## config.mk

```make
export PLATFORM = sky130hd
export DESIGN_NAME = uart_prog_loader
export DESIGN_NICKNAME = d
export VERILOG_FILES = /design/src/rtl/uart_prog_loader.sv
export SDC_FILE = /design/constraint.sdc
export NUM_CORES = 1
export LEC_CHECK = 0
export BUFFER_PORTS_ARGS = -buffer_cell sky130_fd_sc_hd__buf_2
export CAP_MARGIN = 5
export CORE_ASPECT_RATIO = 1.5
export CORE_MARGIN = 1.5
export CORE_UTILIZATION = 44
export CTS_BUF_LIST = sky130_fd_sc_hd__clkbuf_4
export DETAILED_ROUTE_END_ITERATION = 8
export HOLD_SLACK_MARGIN = 0.02
export MAX_ROUTING_LAYER = met4
export PLACE_DENSITY = 0.67
export RECOVER_POWER = 100
export SYNTH_ARGS = -nofsm -noshare
export SYNTH_HDL_FRONTEND = slang
export SYNTH_SLANG_ARGS = --single-unit
```

## constraint.sdc

```tcl
create_clock -name clk -period 6.79 [get_ports clk]
set_input_delay 0.679 -clock clk [delete_from_list [all_inputs] [get_ports clk]]
set_output_delay 0.679 -clock clk [all_outputs]
set_load 0.03 [all_outputs]
```

## src/rtl/uart_prog_loader.sv

```systemverilog
// UART program loader: takes a 4-byte little-endian length header, then writes that many bytes
// into instruction memory from address 0, holding the core in reset while the load is in progress.
module uart_prog_loader #(
    parameter int unsigned BYTE_ADDR_WIDTH = 6,
    parameter int unsigned TIMEOUT_CYCLES  = 1000000
) (
    input  logic                       clk,
    input  logic                       rst,
    input  logic                       prog_req,
    input  logic                       rx_valid,
    input  logic [7:0]                 rx_data,
    output logic                       mem_we,
    output logic [BYTE_ADDR_WIDTH-1:0] mem_byte_addr,
    output logic [7:0]                 mem_byte_data,
    output logic                       cpu_rst,
    output logic                       busy,
    output logic                       err
);
    localparam logic [32:0] CAPACITY   = 33'(1) << BYTE_ADDR_WIDTH;
    localparam logic [31:0] TIMER_LAST = (TIMEOUT_CYCLES == 0) ? '0 : 32'(TIMEOUT_CYCLES - 1);

    typedef enum logic [1:0] {
        S_IDLE,
        S_LEN,
        S_DATA
    } state_e;

    state_e                     state_q, state_d;
    logic [31:0]                len_q, len_d;
    logic [31:0]                cnt_q, cnt_d;
    logic [31:0]                timer_q, timer_d;
    logic [1:0]                 hdr_q, hdr_d;
    logic                       mem_we_q, mem_we_d;
    logic [BYTE_ADDR_WIDTH-1:0] addr_q, addr_d;
    logic [7:0]                 data_q, data_d;
    logic                       cpu_rst_q, cpu_rst_d;
    logic                       busy_q, busy_d;
    logic                       err_q, err_d;
    logic                       timeout;

    always_comb begin
        // Timer holds cycles elapsed since the last reload; firing on the last value makes the
        // state change land exactly TIMEOUT_CYCLES edges after the reloading edge.
        timeout   = (TIMEOUT_CYCLES != 0) && (state_q != S_IDLE) && (timer_q == TIMER_LAST);
        state_d   = state_q;
        len_d     = len_q;
        cnt_d     = cnt_q;
        timer_d   = timer_q + 32'd1;
        hdr_d     = hdr_q;
        mem_we_d  = 1'b0;
        addr_d    = addr_q;
        data_d    = data_q;
        err_d     = err_q;

        case (state_q)
            S_IDLE: begin
                if (prog_req) begin
                    state_d = S_LEN;
                    len_d   = '0;
                    cnt_d   = '0;
                    timer_d = '0;
                    hdr_d   = '0;
                    err_d   = 1'b0;
                end
            end
            S_LEN: begin
                if (timeout) begin
                    state_d = S_IDLE;
                    err_d   = 1'b1;
                end else if (rx_valid) begin
                    len_d[{hdr_q, 3'b000} +: 8] = rx_data;
                    timer_d = '0;
                    hdr_d   = hdr_q + 2'd1;
                    if (hdr_q == 2'd3) begin
                        cnt_d   = '0;
                        state_d = ({rx_data, len_q[23:0]} == '0) ? S_IDLE : S_DATA;
                    end
                end
            end
            S_DATA: begin
                if (timeout) begin
                    state_d = S_IDLE;
                    err_d   = 1'b1;
                end else if (rx_valid) begin
                    timer_d = '0;
                    cnt_d   = cnt_q + 32'd1;
                    if ({1'b0, cnt_q} < CAPACITY) begin
                        mem_we_d = 1'b1;
                        addr_d   = cnt_q[BYTE_ADDR_WIDTH-1:0];
                        data_d   = rx_data;
                    end
                    if (cnt_q + 32'd1 == len_q) begin
                        state_d = S_IDLE;
                    end
                end
            end
            default: state_d = S_IDLE;
        endcase

        busy_d    = (state_d != S_IDLE);
        cpu_rst_d = busy_d;
    end

    always_ff @(posedge clk) begin
        if (rst) begin
            state_q   <= S_IDLE;
            len_q     <= '0;
            cnt_q     <= '0;
            timer_q   <= '0;
            hdr_q     <= '0;
            mem_we_q  <= 1'b0;
            addr_q    <= '0;
            data_q    <= '0;
            cpu_rst_q <= 1'b1;
            busy_q    <= 1'b0;
            err_q     <= 1'b0;
        end else begin
            state_q   <= state_d;
            len_q     <= len_d;
            cnt_q     <= cnt_d;
            timer_q   <= timer_d;
            hdr_q     <= hdr_d;
            mem_we_q  <= mem_we_d;
            addr_q    <= addr_d;
            data_q    <= data_d;
            cpu_rst_q <= cpu_rst_d;
            busy_q    <= busy_d;
            err_q     <= err_d;
        end
    end

    assign mem_we        = mem_we_q;
    assign mem_byte_addr = addr_q;
    assign mem_byte_data = data_q;
    assign cpu_rst       = cpu_rst_q;
    assign busy          = busy_q;
    assign err           = err_q;
endmodule

```

Word level (Yosys, flattened, before mapping)
Index checks and enable logic that the tools add are counted.

Add/sub/neg operators: 4. Magnitude comparators: 1. Eq/ne operators: 12. Shift-type cells: 2. Muxes and demuxes: 32. Bitwise operators: 3. Reduce and logical (&&, ||, !) cells: 14.

Operators with widths (number): two-way mux 32 bit (11); case mux 32 bit (2 select lines) (2); case mux 32 bit (3 select lines) (1); adder 32 x 1 -> 32 bit (second input constant) (2); bitwise mux 32 bit (1); equality test 32 x 20 -> 1 bit (second input constant) (1); equality test 32 bit (1); logical NOT 32 bit (1); < comparator 32 x 7 -> 1 bit (second input constant) (1); variable shift 8 x 7 -> 32 bit (first input constant) (1); variable part select 8 x 7 -> 32 bit (1); two-way mux 2 bit (11); inequality test 2 bit (second input constant) (6); AND reduction 4 bit (2); nonzero test 2 bit (4); negation 5 -> 7 bit (1); AND reduction 7 bit (1); case mux 2 bit (3 select lines) (1); equality test 2 bit (second input constant) (2); case mux 2 bit (2 select lines) (1); OR reduction 4 bit (1); two-way mux 1 bit (3); inverter 1 bit (3); AND reduction 3 bit (1); 8 further kinds (8).

Flip-flop bits (word level): 118. Output and inout bits: 18. Logic and storage cells: 79.

Logic depth before layout (Yosys ltp)
Word-level depth: 7. Mapped depth: 11. Gate-level depth less buffers: 9.

Worst setup path before layout
Ideal clock, no wire load.

Path kind: register to register. From: register cnt_q[0]. To: register cpu_rst_q (netlist: cpu_rst). Library setup time: 140 ps. Data arrival time: 2443 ps. Required time: 6650 ps. Path slack: 4207 ps. Cell stages (with the launch flop): 11. Period minus slack after synthesis: 2583 ps. Cells stage by stage: dfxtp_1 -> ha_1 -> and3_1 -> buf_2 -> and4_1 -> buf_2 -> a21oi_1 -> nand3b_1 -> a2111o_1 -> nor4_2 -> o221ai_1.

Longest elaborated chain between the ends: 7.

RTL lines: from (decl) (RTL line 30) `logic [31:0] cnt_q, cnt_d;`; from (signal assigned) (RTL line 120) `cnt_q <= cnt_d;`; adder 32 x 1 -> 32 bit (RTL line 92) `if (cnt_q + 32'd1 == len_q) begin`; equality test 32 bit (RTL line 92); two-way mux 2 bit (RTL line 92); two-way mux 2 bit (RTL line 84) `end else if (rx_valid) begin`; two-way mux 2 bit (RTL line 81) `if (timeout) begin`; case mux 2 bit (3 select lines) (RTL line 55) `case (state_q)`; nonzero test 2 bit (RTL line 100) `busy_d = (state_d != S_IDLE);`; to (signal assigned) (RTL line 126) `cpu_rst_q <= cpu_rst_d;`; to (decl) (RTL line 36) `logic cpu_rst_q, cpu_rst_d;`.

Every way passes these cells. A chain may end at the register's enable or synchronous reset.

Final worst setup path
From: register state_q[0]. To: register cnt_q[16].

Longest elaborated chain between the ends: 4. Elaborated cells on any way between the ends: 14. Those cells by class: eq/ne: 8; mux: 1; reduce/logical: 5.

RTL lines: from (decl) (RTL line 28) `state_e state_q, state_d;`; from (signal assigned) (RTL line 118) `state_q <= state_d;`; nonzero test 2 bit (RTL line 44) `timeout = (TIMEOUT_CYCLES != 0) && (state_q != S_IDLE) && (timer_q == TIMER_LAST);`; logical AND 1 bit (RTL line 44); inequality test 2 bit (no source line); AND reduction 7 bit (no source line).

Parallel ways exist; a longest one is shown, timed or not.

==> results.cfg <==
[timing]
pin_slew_with_the_least_headroom_to_its_limit_ns = 1.31
hold-worst-slack_ns = 0.419
hold_viol = 0
min_tclk_post_route_ns = 3.90
unrepaired_setup_endpoints_after_global_routing = no
final-max-slew-violation-count = 0
post-route-period-util_pct = 57.4
maximum_clock_frequency_mhz = 257
maxSlewHeadroom_pct = 12.5
finalSetupViolations = 0
timing.setup.tns_ns = 0
finalClockSkew_ns = 0.0251

[global_route]
grt_usage_pct = 24.0
maximum_number_of_pins_on_one_net_before_global_route_repair = 86
grt_first_pass_wirelength_mm = 29.8
antenna_violations_before_repair = 1
globalRoute.totalOverflow = 0
first_global_vias = 5828

[pwr]
p_sw_w = 0.000390
combinational_share_of_power_pct = 8.2
power.static_leakage_nw = 2.46
p_per_area_mw_per_mm2 = 189
ir_worst_vdd_v = 0.000126
seq_power_share_pct = 52.0
p_sw_share_pct = 28.9
post-layout-total-power_w = 0.00135
intPower_w = 0.000961
clockPowerShare_pct = 39.8

[cts]
cts.htree.levels = 4
tritoncts.num_buffers = 17
postCtsHoldBufs = 0
tritoncts = yes
cts.sinks = 118
post-cts-setup-buffer-count = 0
clkTransAtPathRegs_ns = 0.12
worst_skew_pair.late_latency_ns = 0.54
cts.path.max_buffers = 2
ctsResizeCount = 0
root_buffer_cell = clkbuf_4

[floorplanning]
floorplan.initialDensity_pct = 44.8
standard_cell_rows = 55
die_area_mm2 = 0.0161
die_y_um = 155
pin_count = 30
die_w_um = 104
coreArea_mm2 = 0.0151

[logic_synthesis]
synth_sequential_area_ratio_pct = 35.0
ys_async_sr_fraction_pct = 0
ys_dominant_reg_cell = dfxtp_1
yosysWarningCount = 0
synthesized_instance_count = 845
synthDominantCellAreaShare_pct = 35.0
synth.top_cells.by_area = dfxtp_1 35%, nor2_1 6.4%, xnor2_1 5.1%
synth_area_leader_cell = dfxtp_1
netlist-cell-type-count = 65
post_synth_design_cell_area_mm2 = 0.00675
synth.ff_latch_count = 118
syn_avg_cell_area_um2 = 7.99
postSynthNetCount = 867
synth-edff-count = 0

[worst_setup_path]
worst_path_max_delay_cell = a221o_1
worst_endpoint_required_time_ns = 7.18
setup.worst_path.end_class = register
worst_path_arrival_ns = 4.29
timing_worst_setup_path_type = register to register
cpPeakStageDelay_ns = 1.16
crit_path_cell_trace = inv_1, ha_1, nor4_1, nand4_1, o31ai_1, a221o_1, nor2_1, nand4b_1, a21oi_1
cp-start-kind = register
cp_max_fo = 34

[finish]
post-route-cell-area_mm2 = 0.00715
layout.area.seq_mm2 = 0.00236
layout.nets = 862
layout.cells.non_filler = 1053
area_occupied_by_multi_input_gates_mm2 = 0.00404
fillCellCount = 1526
final_layout_size_suffix_gt1_share_pct = 6.10
area.growth.synth_to_final_pct = 5.84

[route]
drt_pass1_iterations = 5
wire_per_inst_um = 17.3
route.detailed.drc = 0
vias_per_cell = 5.91
wl_mm = 18.2
ant_nets_after_route = 0
number_of_drc_markers_in_iteration_0 = 508
routed_via_count = 6220

[place]
placement.cell_area_mm2 = 0.00689
placed_cells = 1020
hpwl_mm = 12.9
place.port_buffers = 29
gpl.final_weighted_congestion = 0.946

[outcome]
status = complete, no violations

[job]
number_of_violations_of_the_max_capacitance_limit = 0

[min_path]
hold_class = input port to register
-- registers in the layout, summed over array words and instances (netlist names), 2 cells and up --
name / cells
cnt_q: 32
len_q: 32
timer_q: 32
mem_byte_data: 8
mem_byte_addr: 6
hdr_q: 2
state_q: 2
-- final cells by class --
type	count	share of cell area (%)
Multi-Input combinational cell	657	56.6
Sequential cell	118	33.1
Tap cell	199	3.48
Clock inverter	15	2.36
Timing Repair Buffer	31	1.93
Clock buffer	17	1.79
Inverter	15	0.788
Antenna cell	1	0.0350
-- synth_stat cells, types with 3 or more instances --
library cell	instances
a2111oi_0	3
o32ai_1	3
nor3_1	30
nand3_1	49
nand4b_1	3
dfxtp_1	118
nand3b_1	3
o21ai_1	6
nand2_1	49
o21ai_0	25
nor2_1	116
nor4b_1	6
a21o_1	13
mux2i_1	26
a21oi_1	63
nor3b_1	3
a31oi_1	4
a211oi_1	4
inv_1	15
or3_1	13
nor2b_1	4
xor2_1	24
nand2b_1	17
o21a_1	3
buf_6	3
buf_4	4
and4_1	11
nor4_1	26
a41oi_1	3
a22oi_1	10
buf_2	18
and2_1	11
nand4_1	22
and3_1	12
o31a_1	3
or4_1	12
clkbuf_1	30
ha_1	10
xnor2_1	39
-- worst max-delay path: cells and delay by family, from the launching register on --
family / cells / cell delay [ns]
fa+ha+maj: 1 / 0.30
buf+inv: 1 / 0.10
compound gates: 3 / 2.09
flops: 1 / 0.42
simple gates: 4 / 0.81
-- logic make-up (layout without fill, tap and decap cells) --
group                      after synthesis  after routing  share of synthesized area [%]
other                                    0              1                              0
xor gates and xnor gates                63             63                           8.17
and+or+nand+nor                        393            393                           30.3
buffers and inverters                   70             78                           4.78
AOI/OAI and AO/OA                      165            165                           16.0
adders and majority gates               10             10                           1.85
muxes                                   26             26                           3.85
DFF                                    118            118                           35.0
-- power by group through the flow --
| stage | clock network [W] | registers (W) | logic (W) |
|---|---|---|---|
| CTS | 0.000554 | 0.000703 | 0.000112 |
| global route | 0.000583 | 0.000704 | 0.000121 |
| finish | 0.000537 | 0.000703 | 0.000111 |
| global placement | 0 | 0.000719 | 0.000111 |
| floorplan | 0 | 0.000719 | 0.0000822 |
| detailed placement | 0 | 0.000719 | 0.000112 |
-- path summary, 6_finish.rpt --
| check | start | to | slack [ns] | depth (start not counted) |
|---|---|---|---|---|
| max | state_q[0] | cnt_q[16] | 2.89 | 9 |
| min | prog_req | hdr_q[1] | 0.42 | 3 |
| max reg2reg | state_q[0] | cnt_q[16] | 2.89 | 9 |
| min reg2reg | timer_q[0] | timer_q[0] | 0.48 | 1 |
-- cells in the final DEF, fill, tap and decap left out, types with 4 or more instances in the layout --
| cell | instances |
|---|---|
| xnor2_1 | 39 |
| nand3_1 | 49 |
| a22oi_1 | 10 |
| or4_1 | 12 |
| mux2i_1 | 26 |
| nand4_1 | 22 |
| and3_1 | 12 |
| nor3_1 | 30 |
| inv_6 | 4 |
| nor2_1 | 116 |
| a211oi_1 | 4 |
| ha_1 | 10 |
| a21oi_1 | 64 |
| o21ai_0 | 30 |
| clkbuf_1 | 18 |
| and2_0 | 8 |
| clkbuf_4 | 17 |
| and4_1 | 11 |
| nand2_1 | 49 |
| buf_2 | 11 |
| inv_1 | 15 |
| a31oi_1 | 4 |
| xor2_1 | 24 |
| clkinv_4 | 4 |
| nor4b_1 | 6 |
| nor4_1 | 27 |
| or3_1 | 13 |
| dfxtp_1 | 118 |
| a21o_1 | 13 |
| nor2b_1 | 4 |
| nand2b_1 | 17 |
-- routing by layer --
layer | global-route usage (%) | vias to the layer above | routed length (um)
met1 | 25.8 | 2898 | 7170
met4 | 14.0 | 0 | 1000
met5 | - | - | 0
met2 | 41.4 | 197 | 9270
li1 | - | 3056 | -
met3 | 4.26 | 69 | 807
-- stage by stage --
| step | setup slack [ns] | utilization (%) |
|---|---|---|
| finish | 2.89 | 47.4 |
| global placement | 3.50 | 45.7 |
| floorplan | 4.21 | - |
| detailed placement | 3.40 | 45.7 |
| CTS | 3.34 | 47.7 |
| global route | 2.53 | 47.4 |
Power figures use the tool's default switching activity.
